[src/rtl/modo_de_jogo_ctrl.sv]
// Game-mode selector: debounced select/confirm buttons step a 2-bit mode code,
// blink the display while selecting, lock the mode during a game and pulse start.
module modo_de_jogo_ctrl #(
    parameter int NUM_MODES  = 4,
    parameter int DEB_CYCLES = 250000,
    parameter int BLINK_DIV  = 12500000
) (
    input  logic       clk,
    input  logic       rst_n,
    input  logic       btn_sel,
    input  logic       btn_conf,
    input  logic       game_over,
    output logic [1:0] mode,
    output logic       display_en,
    output logic       mode_locked,
    output logic       start
);

    localparam int DW = (DEB_CYCLES > 1) ? $clog2(DEB_CYCLES) : 1;
    localparam int BW = (BLINK_DIV > 1) ? $clog2(BLINK_DIV) : 1;
    localparam logic [DW-1:0] DEB_LAST   = DW'(DEB_CYCLES - 1);
    localparam logic [BW-1:0] BLINK_LAST = BW'(BLINK_DIV - 1);
    localparam logic [1:0]    MODE_LAST  = 2'(NUM_MODES - 1);

    typedef enum logic [1:0] {SELECT, PLAYING, GAME_OVER} state_t;

    // Bit 0 carries the select button, bit 1 the confirm button.
    logic [1:0]    btn_raw;
    logic [1:0]    sync1, sync2, db, db_q, ev;
    logic [DW-1:0] cnt [2];

    assign btn_raw = {btn_conf, btn_sel};

    always_ff @(posedge clk or negedge rst_n) begin
        if (!rst_n) begin
            sync1  <= '0;
            sync2  <= '0;
            db     <= '0;
            db_q   <= '0;
            ev     <= '0;
            cnt[0] <= '0;
            cnt[1] <= '0;
        end else begin
            sync1 <= btn_raw;
            sync2 <= sync1;
            db_q  <= db;
            ev    <= db & ~db_q;
            for (int i = 0; i < 2; i++) begin
                if (sync2[i] == db[i]) begin
                    cnt[i] <= '0;
                end else if (cnt[i] == DEB_LAST) begin
                    db[i]  <= sync2[i];
                    cnt[i] <= '0;
                end else begin
                    cnt[i] <= cnt[i] + DW'(1);
                end
            end
        end
    end

    logic          sel_ev, conf_ev;
    state_t        state, state_nxt;
    logic [1:0]    mode_nxt;
    logic [BW-1:0] bcnt, bcnt_nxt;
    logic          disp_nxt, start_nxt, locked_nxt;

    assign sel_ev  = ev[0];
    assign conf_ev = ev[1];

    always_ff @(posedge clk or negedge rst_n) begin
        if (!rst_n) begin
            state       <= SELECT;
            mode        <= 2'd0;
            bcnt        <= '0;
            display_en  <= 1'b1;
            start       <= 1'b0;
            mode_locked <= 1'b0;
        end else begin
            state       <= state_nxt;
            mode        <= mode_nxt;
            bcnt        <= bcnt_nxt;
            display_en  <= disp_nxt;
            start       <= start_nxt;
            mode_locked <= locked_nxt;
        end
    end

    always_comb begin
        state_nxt = state;
        mode_nxt  = mode;
        bcnt_nxt  = '0;
        disp_nxt  = 1'b1;
        case (state)
            SELECT: begin
                // Confirm takes priority over a same-cycle select.
                if (conf_ev) begin
                    state_nxt = PLAYING;
                end else if (sel_ev) begin
                    mode_nxt = (mode == MODE_LAST) ? 2'd0 : mode + 2'd1;
                end
            end
            PLAYING: begin
                if (game_over) state_nxt = GAME_OVER;
            end
            GAME_OVER: begin
                if (conf_ev) state_nxt = SELECT;
            end
            default: state_nxt = SELECT;
        endcase

        start_nxt  = (state_nxt == PLAYING) && (state != PLAYING);
        locked_nxt = (state_nxt != SELECT);

        // Blink only while staying in SELECT; entering SELECT restarts lit.
        if ((state == SELECT) && (state_nxt == SELECT)) begin
            if (bcnt == BLINK_LAST) begin
                disp_nxt = ~display_en;
                bcnt_nxt = '0;
            end else begin
                disp_nxt = display_en;
                bcnt_nxt = bcnt + BW'(1);
            end
        end
    end

endmodule

[config.mk]
export PLATFORM = sky130hd
export DESIGN_NAME = modo_de_jogo_ctrl
export DESIGN_NICKNAME = d
export VERILOG_FILES = /design/src/rtl/modo_de_jogo_ctrl.sv
export SDC_FILE = /design/constraint.sdc
export NUM_CORES = 1
export LEC_CHECK = 0
export BUFFER_PORTS_ARGS = -buffer_cell sky130_fd_sc_hd__buf_2
export CAP_MARGIN = 0
export CORE_ASPECT_RATIO = 1.25
export CORE_UTILIZATION = 40
export CTS_BUF_LIST = sky130_fd_sc_hd__clkbuf_4 sky130_fd_sc_hd__clkbuf_8 sky130_fd_sc_hd__clkbuf_16
export DETAILED_ROUTE_END_ITERATION = 7
export GPL_TIMING_DRIVEN = 0
export PLACE_DENSITY_LB_ADDON = 0.12
export SLEW_MARGIN = 20
export SYNTH_ARGS = -nofsm -noshare
export SYNTH_HDL_FRONTEND = slang
export SYNTH_SLANG_ARGS = --single-unit
[constraint.sdc]
create_clock -name clk -period 1.9 [get_ports clk]
set_clock_uncertainty 0.2 [all_clocks]
set_input_delay 0.38 -clock clk [delete_from_list [all_inputs] [get_ports clk]]
set_output_delay 0.38 -clock clk [all_outputs]
set_load 0.005 [all_outputs]
==> results of run 1 <==
routing by layer:
layer / global-route usage (%) / share of wire (%) / wire length, µm / vias to the layer above
li1: - / - / - / 1399
met1: 20.3 / 44 / 3340 / 1388
met2: 30.0 / 51 / 3880 / 43
met3: 3.44 / 2.8 / 212 / 13
met4: 7.86 / 2.0 / 148 / 0
met5: 0 / 0 / 0 / -
final cells by class:
type / count / share of cell area, %
plain buffers: 7 / 1.80
clock buffers: 10 / 2.74
clock inverters: 6 / 2.32
inverters: 12 / 0.939
multi-input cells: 260 / 39.6
flip-flops and latches: 77 / 40.5
well taps: 120 / 3.13
repair buffers: 52 / 8.97
power by group through the flow:
stage          combinational, mW  clock (mW)  sequential [mW]
3_5_place_dp              0.0853           0             1.70
6_report                   0.112        1.50             1.67
4_1_cts                    0.104        1.54             1.66
5_1_grt                    0.128        1.60             1.67
3_3_place_gp              0.0774           0             1.70
2_1_floorplan             0.0323           0             1.69
state kept, by name, indices dropped and copies added (netlist names), 2 cells and up:
| name | cells |
|---|---|
| db | 2 |
| cnt | 36 |
| mode | 2 |
| bcnt | 24 |
| sync2 | 2 |
| ev | 2 |
| sync1 | 2 |
| state | 2 |
| db_q | 2 |
cell usage in the layout, fill, tap and decap left out, types with 3 or more instances in the layout:
master	count
xor2_1	11
nand4_1	18
inv_1	12
xnor2_1	28
nor4_2	4
nor2_2	9
or4_1	4
nand2_1	20
nand3_1	20
dlygate4sd3_1	3
nor2_4	5
buf_6	9
mux2_2	3
or3_1	6
or4_4	3
nor2_1	36
bufinv_16	3
a21oi_1	6
and4_1	3
a21oi_2	11
buf_2	8
nor4_1	7
o31ai_1	5
o21ai_0	6
clkbuf_8	9
buf_4	35
dfrtp_2	13
dfrtp_1	63
nor3_1	11
worst max path at each step:
stage,to,slack [ns],cells after the start
after detailed placement,cnt[28]$_DFF_PN0_,-0.31,5
final,bcnt[23]$_DFF_PN0_,-0.06,5
after global routing,cnt[34]$_DFF_PN0_,-0.11,5
after global placement,bcnt[7]$_DFF_PN0_,-0.49,1
after floorplan,bcnt[19]$_DFF_PN0_,-0.04,5
after CTS,cnt[29]$_DFF_PN0_,-0.05,5
logic make-up (layout without fill, tap and decap cells):
family | after synthesis | in the layout | synth area share [%]
simple gates | 175 | 175 | 25.6
flops | 77 | 77 | 53.4
buf+inv | 20 | 87 | 2.25
xor+xnor | 39 | 39 | 9.46
mux | 3 | 3 | 0.935
compound gates | 39 | 39 | 6.93
fa+ha+maj | 4 | 4 | 1.39
timing repair:
item | CTS | global route
pin swaps | 19 | 23
buffers inserted | 23 | 14
resized for setup | 39 | 53
gates cloned | 0 | 2
endpoints found under the setup margin | 60 | 61
hold buffers | 3 | 0
hold endpoints to repair | 23 | 0
per-stage QoR:
stage,instance area (µm²),util (%),power [mW]
floorplan,3670,-,1.73
global placement,3860,44.4,1.77
detailed placement,3890,44.8,1.78
CTS,4470,51.4,3.31
global route,4800,55.1,3.39
finish,4800,55.1,3.27
critical path: cells and delay by family (launching register included):
family	cells	cell delay, ns
AND/OR/NAND/NOR	3	0.97
flip-flops	1	0.45
buffers and inverters	1	0.14
AO/OA/AOI/OAI	1	0.12
==> flow_summary_export.csv, run 1 <==
group,metric,value,unit
detailed_routing,vias,2843,
power_and_ir_drop,internal-power,2.58,mW
finish,register_area,1940,µm²
finish,n_antenna_cell,0,
hold_path,hold_end,"state[0]$_DFF_PN0_",
die,start_util,41.5,%
synthesis,netlist_instances,357,
finish,areaGrowthSynthToFinish,32.8,%
detailed_routing,drt_iter0_drc,97,
detailed_routing,wl,7590,µm
synthesis,yosysSeqAreaShare,53.4,%
detailed_routing,dr.pass1.iters,4,
hold_path,hold_class,"input pin to register",
finish,post_route_cells_drive_above_1_share,35.1,%
power_and_ir_drop,p_switching,693,µW
critical_path,start_kind,"register",
detailed_routing,drc,0,
detailed_routing,drt.antenna.violating_nets,0,
die,fp-row-count,38,
synthesis,synth-seq-cells,77,
critical_path,timing.rr.end,"bcnt[23]$_DFF_PN0_",
power_and_ir_drop,swShare,21.2,%
timing,final-hold-violation-count,0,
finish,fin_cells,544,
power_and_ir_drop,clkPwrFrac,45.7,%
hold_path,min_from,"game_over",
critical_path,crit_chain,"nand4_4, or3_1, buf_6, or4b_4, a21oi_2",
critical_path,cp_data_required_time,2.00,ns
timing,worstMarginPinSlew,0.480,ns
clocking,cts_tree,"yes",
critical_path,timing.rr.start,"bcnt[8]$_DFF_PN0_",
critical_path,critical_path.endpoint_type,"register",
detailed_routing,routedWlPerCell,13.9,µm
place,pre_cts_ws,-0.312,ns
power_and_ir_drop,leakage,1.92,nW
die,io_pins,10,
clocking,clockRootBuffer,"clkbuf_8",
power_and_ir_drop,seq_power_share,50.9,%
detailed_routing,viasPerCell,5.23,
clocking,insertion_delay,0.36,ns
finish,fin_nets,428,
critical_path,crit_path_max_fanout,6,
timing,drv_slew,0,
critical_path,reg2reg_depth,5,
outcome,violations,"negative setup slack",
critical_path,critPathMaxStageDelay,0.47,ns
grt,grt_pass1_wl,12400,µm
synthesis,ys_warn_count,0,
grt,antenna_found_initial,0,
clocking,cts_max_level,3,
timing,period_needed,1.96,ns
timing,setup_slack,-0.0602,ns
die,die_w,87.0,µm
synthesis,synth-main-ff-cell,"dfrtp_1",
grt,grt_pass1_vias,2701,
clocking,cts_buffer_depth,2,
grt,overflow,0,
critical_path,criticalPathCategory,"register to register",
timing,slew_headroom,67.8,%
power_and_ir_drop,p_comb_share,3.4,%
place,dp.cells,487,
timing,timing.hold.ws,0.124,ns
synthesis,syn_nets,366,
critical_path,slowest_stage,"or4b_4",
place,port_buffers,9,
finish,multi_input_area,1900,µm²
clocking,clk_pin_slew,0.08,ns
place,place_hpwl,4670,µm
grt,grt_start_max_net_pins,57,
hold_path,hold_path_depth,3,
power_and_ir_drop,vdd_drop_max,0.392,mV
synthesis,synth-edff-count,0,
timing,finalSetupViolCount,5,
clocking,cts_buffers,9,
die,design.core.area,8700,µm²
grt,grtUsageTotal,17.2,%
synthesis,yosysTopAreaCellShare,52.7,%
critical_path,r2r_slack,-0.06,ns
synthesis,synthTopCellsByArea,"dfrtp_1 53%, xnor2_1 6.8%, nor2_1 5.2%",
synthesis,ys_top_cells_by_count,"76 x dfrtp_1, 50 x nor2_1, 28 x xnor2_1",
place,routabilityCongestion,0.783,
die,die_area,9410,µm²
timing,fin_setup_tns,-0.186,ns
finish,nFillCells,754,
timing,max_freq,510,MHz
synthesis,synth.avg_cell_area,10.1,µm²
die,die_h,108,µm
timing,post-route-period-util,103,%
synthesis,syn_area,3610,µm²
synthesis,yosysMostFrequentCell,"dfrtp_1",
timing,rsz0062_at_grt,"true",
critical_path,worstPathArrival,2.06,ns
synthesis,yosys.area.top_type,"dfrtp_1",
critical_path,crit_start,"bcnt[8]$_DFF_PN0_",
power_and_ir_drop,power_density,683,nW/µm²
run,maxCapViolCount,0,
synthesis,synth.distinct_cells,39,
outcome,outcome,"finished with violations",
synthesis,async_flop_share,100,%
clocking,cts_sinks,77,
(Power assumes the default switching activity.)
==> inputs of run 2 (changes only) <==
CORE_ASPECT_RATIO = 1.4   (was 1.25)
==> flow_summary_export.csv, run 2 (same netlist as run 1, synthesis figures left out) <==
group,metric,value,unit
run,maxCapViolCount,0,
place,place_hpwl,4810,µm
power_and_ir_drop,p_switching,741,µW
finish,final_cell_mix,"58 x dfrtp_1, 44 x buf_4, 32 x nor2_1",
finish,n_antenna_cell,0,
power_and_ir_drop,clkPwrFrac,50.3,%
finish,multi_input_area,1910,µm²
place,port_buffers,9,
die,start_util,41.7,%
timing,slew_headroom,59.5,%
place,dp.cells,472,
detailed_routing,drt.antenna.violating_nets,0,
grt,overflow,0,
grt,grtUsageTotal,18.5,%
clocking,cts_sinks,77,
timing,rsz0062_at_grt,"true",
finish,largest_register_ff_count,36,
grt,grt_pass1_wl,13100,µm
place,pre_cts_ws,-0.299,ns
power_and_ir_drop,total_power,3.62,mW
die,io_pins,10,
die,fp-row-count,40,
hold_path,hold_class,"register to register",
clocking,cts_max_level,3,
finish,areaGrowthSynthToFinish,37.0,%
finish,largestRegisters,"cnt: 36 flops, bcnt: 24 flops",
die,die_w,82.3,µm
detailed_routing,drc,0,
finish,final_common_cell,"dfrtp_1",
clocking,cts_buffers,9,
clocking,cts_buffer_depth,2,
timing,setup_slack,-0.0756,ns
clocking,clk_pin_slew,0.06,ns
clocking,cts_tree,"yes",
detailed_routing,wl,8230,µm
critical_path,critical_path.endpoint_type,"register",
clocking,insertion_delay,0.33,ns
power_and_ir_drop,internal-power,2.88,mW
die,die_h,114,µm
critical_path,worstPathArrival,2.04,ns
critical_path,start_kind,"register",
finish,fin_nets,440,
power_and_ir_drop,p_comb_share,3.5,%
timing,post-route-period-util,104,%
critical_path,timing.rr.start,"bcnt[8]$_DFF_PN0_",
timing,max_freq,506,MHz
grt,grt_start_max_net_pins,46,
outcome,outcome,"finished with violations",
timing,fin_setup_tns,-0.281,ns
outcome,violations,"negative setup slack",
power_and_ir_drop,vdd_drop_max,0.525,mV
power_and_ir_drop,seq_power_share,46.2,%
finish,regMostFlops,"cnt",
grt,grt_pass1_vias,2899,
timing,timing.hold.ws,0.156,ns
power_and_ir_drop,swShare,20.5,%
power_and_ir_drop,leakage,2.03,nW
grt,antenna_found_initial,0,
detailed_routing,dr.pass1.iters,4,
detailed_routing,viasPerCell,5.49,
finish,post_route_cells_drive_above_1_share,37.9,%
clocking,clockRootBuffer,"clkbuf_16",
detailed_routing,vias,2967,
place,routabilityCongestion,0.780,
hold_path,min_from,"sync1[1]$_DFF_PN0_",
power_and_ir_drop,power_density,732,nW/µm²
detailed_routing,drt_iter0_drc,74,
critical_path,crit_start,"bcnt[8]$_DFF_PN0_",
die,design.core.area,8660,µm²
finish,nFillCells,726,
timing,worstMarginPinSlew,0.607,ns
critical_path,cp_data_required_time,1.96,ns
critical_path,crit_path_max_fanout,7,
timing,period_needed,1.98,ns
critical_path,criticalPathCategory,"register to register",
timing,finalSetupViolCount,16,
timing,drv_slew,0,
die,die_area,9420,µm²
detailed_routing,routedWlPerCell,15.2,µm
finish,register_area,1950,µm²
finish,fin_cells,540,
timing,final-hold-violation-count,0,
-- run 2: what timing repair did --
| item | CTS | global route |
|---|---|---|
| hold endpoints to repair | 45 | 0 |
| resized for setup | 40 | 64 |
| setup buffers | 27 | 21 |
| hold buffers | 3 | 0 |
| setup endpoints to repair | 61 | 61 |
| pin swaps | 16 | 22 |
| gates cloned | 3 | 0 |
-- run 2: final timing paths --
path | slack, ns | to | cells after the start
hold / removal | 0.16 | sync2[1]$_DFF_PN0_ | 0
min in group asynchronous | 0.40 | bcnt[20]$_DFF_PN0_ | 2
setup reg to reg | -0.08 | bcnt[23]$_DFF_PN0_ | 5
hold reg to reg | 0.16 | sync2[1]$_DFF_PN0_ | 0
setup / recovery | -0.08 | bcnt[23]$_DFF_PN0_ | 5
max in group asynchronous | 0.49 | cnt[26]$_DFF_PN0_ | 3
-- run 2: metrics by stage --
step                      utilization (%)  instance area (µm²)
after CTS                            52.8                 4570
after floorplan                         -                 3670
after detailed placement             44.7                 3870
after global placement               44.4                 3840
final                                57.1                 4950
after global routing                 57.1                 4950
-- run 2: layout make-up --
type / count / share of cell area [%]
inverters: 12 / 0.910
flip-flops and latches: 77 / 39.4
clock buffers: 10 / 4.83
plain buffers: 7 / 1.82
repair buffers: 64 / 10.3
clock inverters: 5 / 1.52
well taps: 105 / 2.66
multi-input cells: 260 / 38.5
-- run 2: routing by layer --
| layer | GRT usage [%] | share of wire (%) | vias to the layer above |
|---|---|---|---|
| li1 | - | - | 1430 |
| met1 | 20.8 | 43 | 1497 |
| met2 | 32.6 | 53 | 26 |
| met3 | 3.75 | 1.9 | 14 |
| met4 | 8.65 | 2.1 | 0 |
| met5 | 0 | 0 | - |
-- run 2: critical path, cell delays in order (launching register included) --
cell and delay [ns]:
dfrtp_2 0.42, nand4_4 0.12, or3_1 0.40, buf_6 0.15, or4b_4 0.48, a21oi_2 0.13
-- run 2: power groups by stage --
stage | registers, mW | clock network, mW | logic, mW
after floorplan | 1.69 | 0 | 0.0323
after global placement | 1.70 | 0 | 0.0784
after detailed placement | 1.70 | 0 | 0.0839
after CTS | 1.67 | 1.86 | 0.105
after global routing | 1.67 | 1.92 | 0.142
final | 1.67 | 1.82 | 0.127
==> inputs of run 3 (changes only) <==
SKIP_LAST_GASP = 1   (was not set)
==> flow_summary_export.csv, run 3 (same netlist as run 1, synthesis figures left out) <==
group,metric,value,unit
outcome,outcome,"finished with violations",
outcome,violations,"negative setup slack",
place,routabilityCongestion,0.780,
finish,multi_input_area,1900,µm²
critical_path,crit_end,"bcnt[23]$_DFF_PN0_",
timing,timing.hold.ws,0.153,ns
finish,fin_nets,440,
critical_path,crit_start,"bcnt[8]$_DFF_PN0_",
critical_path,slowest_stage,"or4b_1",
critical_path,criticalPathCategory,"register to register",
place,dpl_cell_area,3870,µm²
finish,register_area,1950,µm²
place,port_buffers,9,
clocking,cts_sinks,77,
grt,grt_start_max_net_pins,46,
finish,final_core_util,57.1,%
die,die_area,9420,µm²
finish,largest_register_ff_count,36,
die,design.core.area,8660,µm²
die,start_util,41.7,%
clocking,cts_buffer_depth,2,
clocking,clockRootBuffer,"clkbuf_16",
critical_path,timing.rr.start,"bcnt[8]$_DFF_PN0_",
detailed_routing,drt_iter0_drc,81,
detailed_routing,wl,8200,µm
die,io_pins,10,
grt,antenna_found_initial,0,
detailed_routing,drc,0,
power_and_ir_drop,vdd_drop_max,0.525,mV
timing,finalSetupViolCount,16,
clocking,insertion_delay,0.33,ns
hold_path,hold_class,"input pin to register",
grt,grtUsageTotal,18.5,%
clocking,cts_tree,"yes",
critical_path,crit_chain,"nand4_4, or3_1, buf_6, or4b_1, a21oi_2",
timing,setup_slack,-0.0952,ns
critical_path,crit_path_max_fanout,7,
power_and_ir_drop,power_density,732,nW/µm²
critical_path,cp_data_required_time,1.96,ns
power_and_ir_drop,total_power,3.61,mW
finish,final_cell_area,4940,µm²
grt,overflow,0,
timing,slew_headroom,59.4,%
critical_path,reg2reg_depth,5,
critical_path,r2r_slack,-0.1,ns
finish,final_cell_mix,"58 x dfrtp_1, 44 x buf_4, 32 x nor2_1",
grt,grt_pass1_wl,13100,µm
timing,post-route-period-util,105,%
finish,regMostFlops,"cnt",
critical_path,critPathMaxStageDelay,0.50,ns
finish,areaGrowthSynthToFinish,36.8,%
detailed_routing,viasPerCell,5.48,
timing,final-hold-violation-count,0,
timing,worstMarginPinSlew,0.608,ns
place,place_hpwl,4810,µm
critical_path,timing.rr.end,"bcnt[23]$_DFF_PN0_",
detailed_routing,dr.pass1.iters,4,
finish,post_route_cells_drive_above_1_share,37.5,%
critical_path,start_kind,"register",
die,die_w,82.3,µm
die,die_h,114,µm
finish,largestRegisters,"cnt: 36 flops, bcnt: 24 flops",
clocking,cts_max_level,3,
detailed_routing,vias,2959,
timing,max_freq,501,MHz
critical_path,worstPathArrival,2.06,ns
run,maxCapViolCount,0,
timing,fin_setup_tns,-0.295,ns
power_and_ir_drop,leakage,2.03,nW
detailed_routing,routedWlPerCell,15.2,µm
timing,period_needed,2.00,ns
timing,drv_slew,0,
finish,nFillCells,726,
finish,n_antenna_cell,0,
grt,grt_pass1_vias,2899,
detailed_routing,drt.antenna.violating_nets,0,
clocking,cts_buffers,9,
timing,rsz0062_at_grt,"true",
die,fp-row-count,40,
critical_path,critical_path.endpoint_type,"register",
clocking,clk_pin_slew,0.06,ns
finish,final_common_cell,"dfrtp_1",
## run 3: area by class of cell
class	count	share of cell area [%]
Clock buffer	10	4.84
Multi-Input combinational cell	260	38.4
Timing Repair Buffer	64	10.3
Tap cell	105	2.66
Buffer	7	1.82
Clock inverter	5	1.52
Sequential cell	77	39.5
Inverter	12	0.912
## run 3: how the worst min path moves through the flow
stage / start / depth (start not counted) / end
global placement: sync1[1]$_DFF_PN0_ / 0 / sync2[1]$_DFF_PN0_
CTS: game_over / 3 / state[1]$_DFF_PN0_
floorplan: rst_n / 0 / bcnt[0]$_DFF_PN0_
finish: game_over / 3 / state[1]$_DFF_PN0_
global route: sync1[1]$_DFF_PN0_ / 0 / sync2[1]$_DFF_PN0_
detailed placement: sync1[1]$_DFF_PN0_ / 0 / sync2[1]$_DFF_PN0_
## run 3: per-stage QoR
step,setup slack (ns),std cells
2_1_floorplan,-0.0423,357
3_3_place_gp,-0.514,471
3_5_place_dp,-0.299,472
4_1_cts,-0.0344,519
5_1_grt,-0.181,540
6_report,-0.0952,540
## run 3: critical path, delay by kind of cell (launching register included)
| kind | cells | cell delay, ns |
|---|---|---|
| flops | 1 | 0.42 |
| compound gates | 1 | 0.14 |
| buf+inv | 1 | 0.15 |
| simple gates | 3 | 1.02 |
## run 3: power by group
| part | total, mW | switching (mW) | internal [mW] |
|---|---|---|---|
| combinational | 0.127 | 0.0738 | 0.0527 |
| clock | 1.82 | 0.646 | 1.17 |
| sequential | 1.67 | 0.0162 | 1.66 |
## run 3: routing by layer
metal / wire (µm) / track usage (%) / vias up
li1: - / - / 1430
met1: 3500 / 20.8 / 1487
met2: 4360 / 32.6 / 28
met3: 166 / 3.75 / 14
met4: 172 / 8.65 / 0
met5: 0 / 0 / -
## run 3: what timing repair did
action / CTS / global route
hold endpoints to repair: 45 / 0
setup endpoints to repair: 61 / 61
hold buffers: 3 / 0
cloned: 3 / 0
pin swaps: 16 / 22
gates resized for setup: 40 / 62
setup buffers: 27 / 21
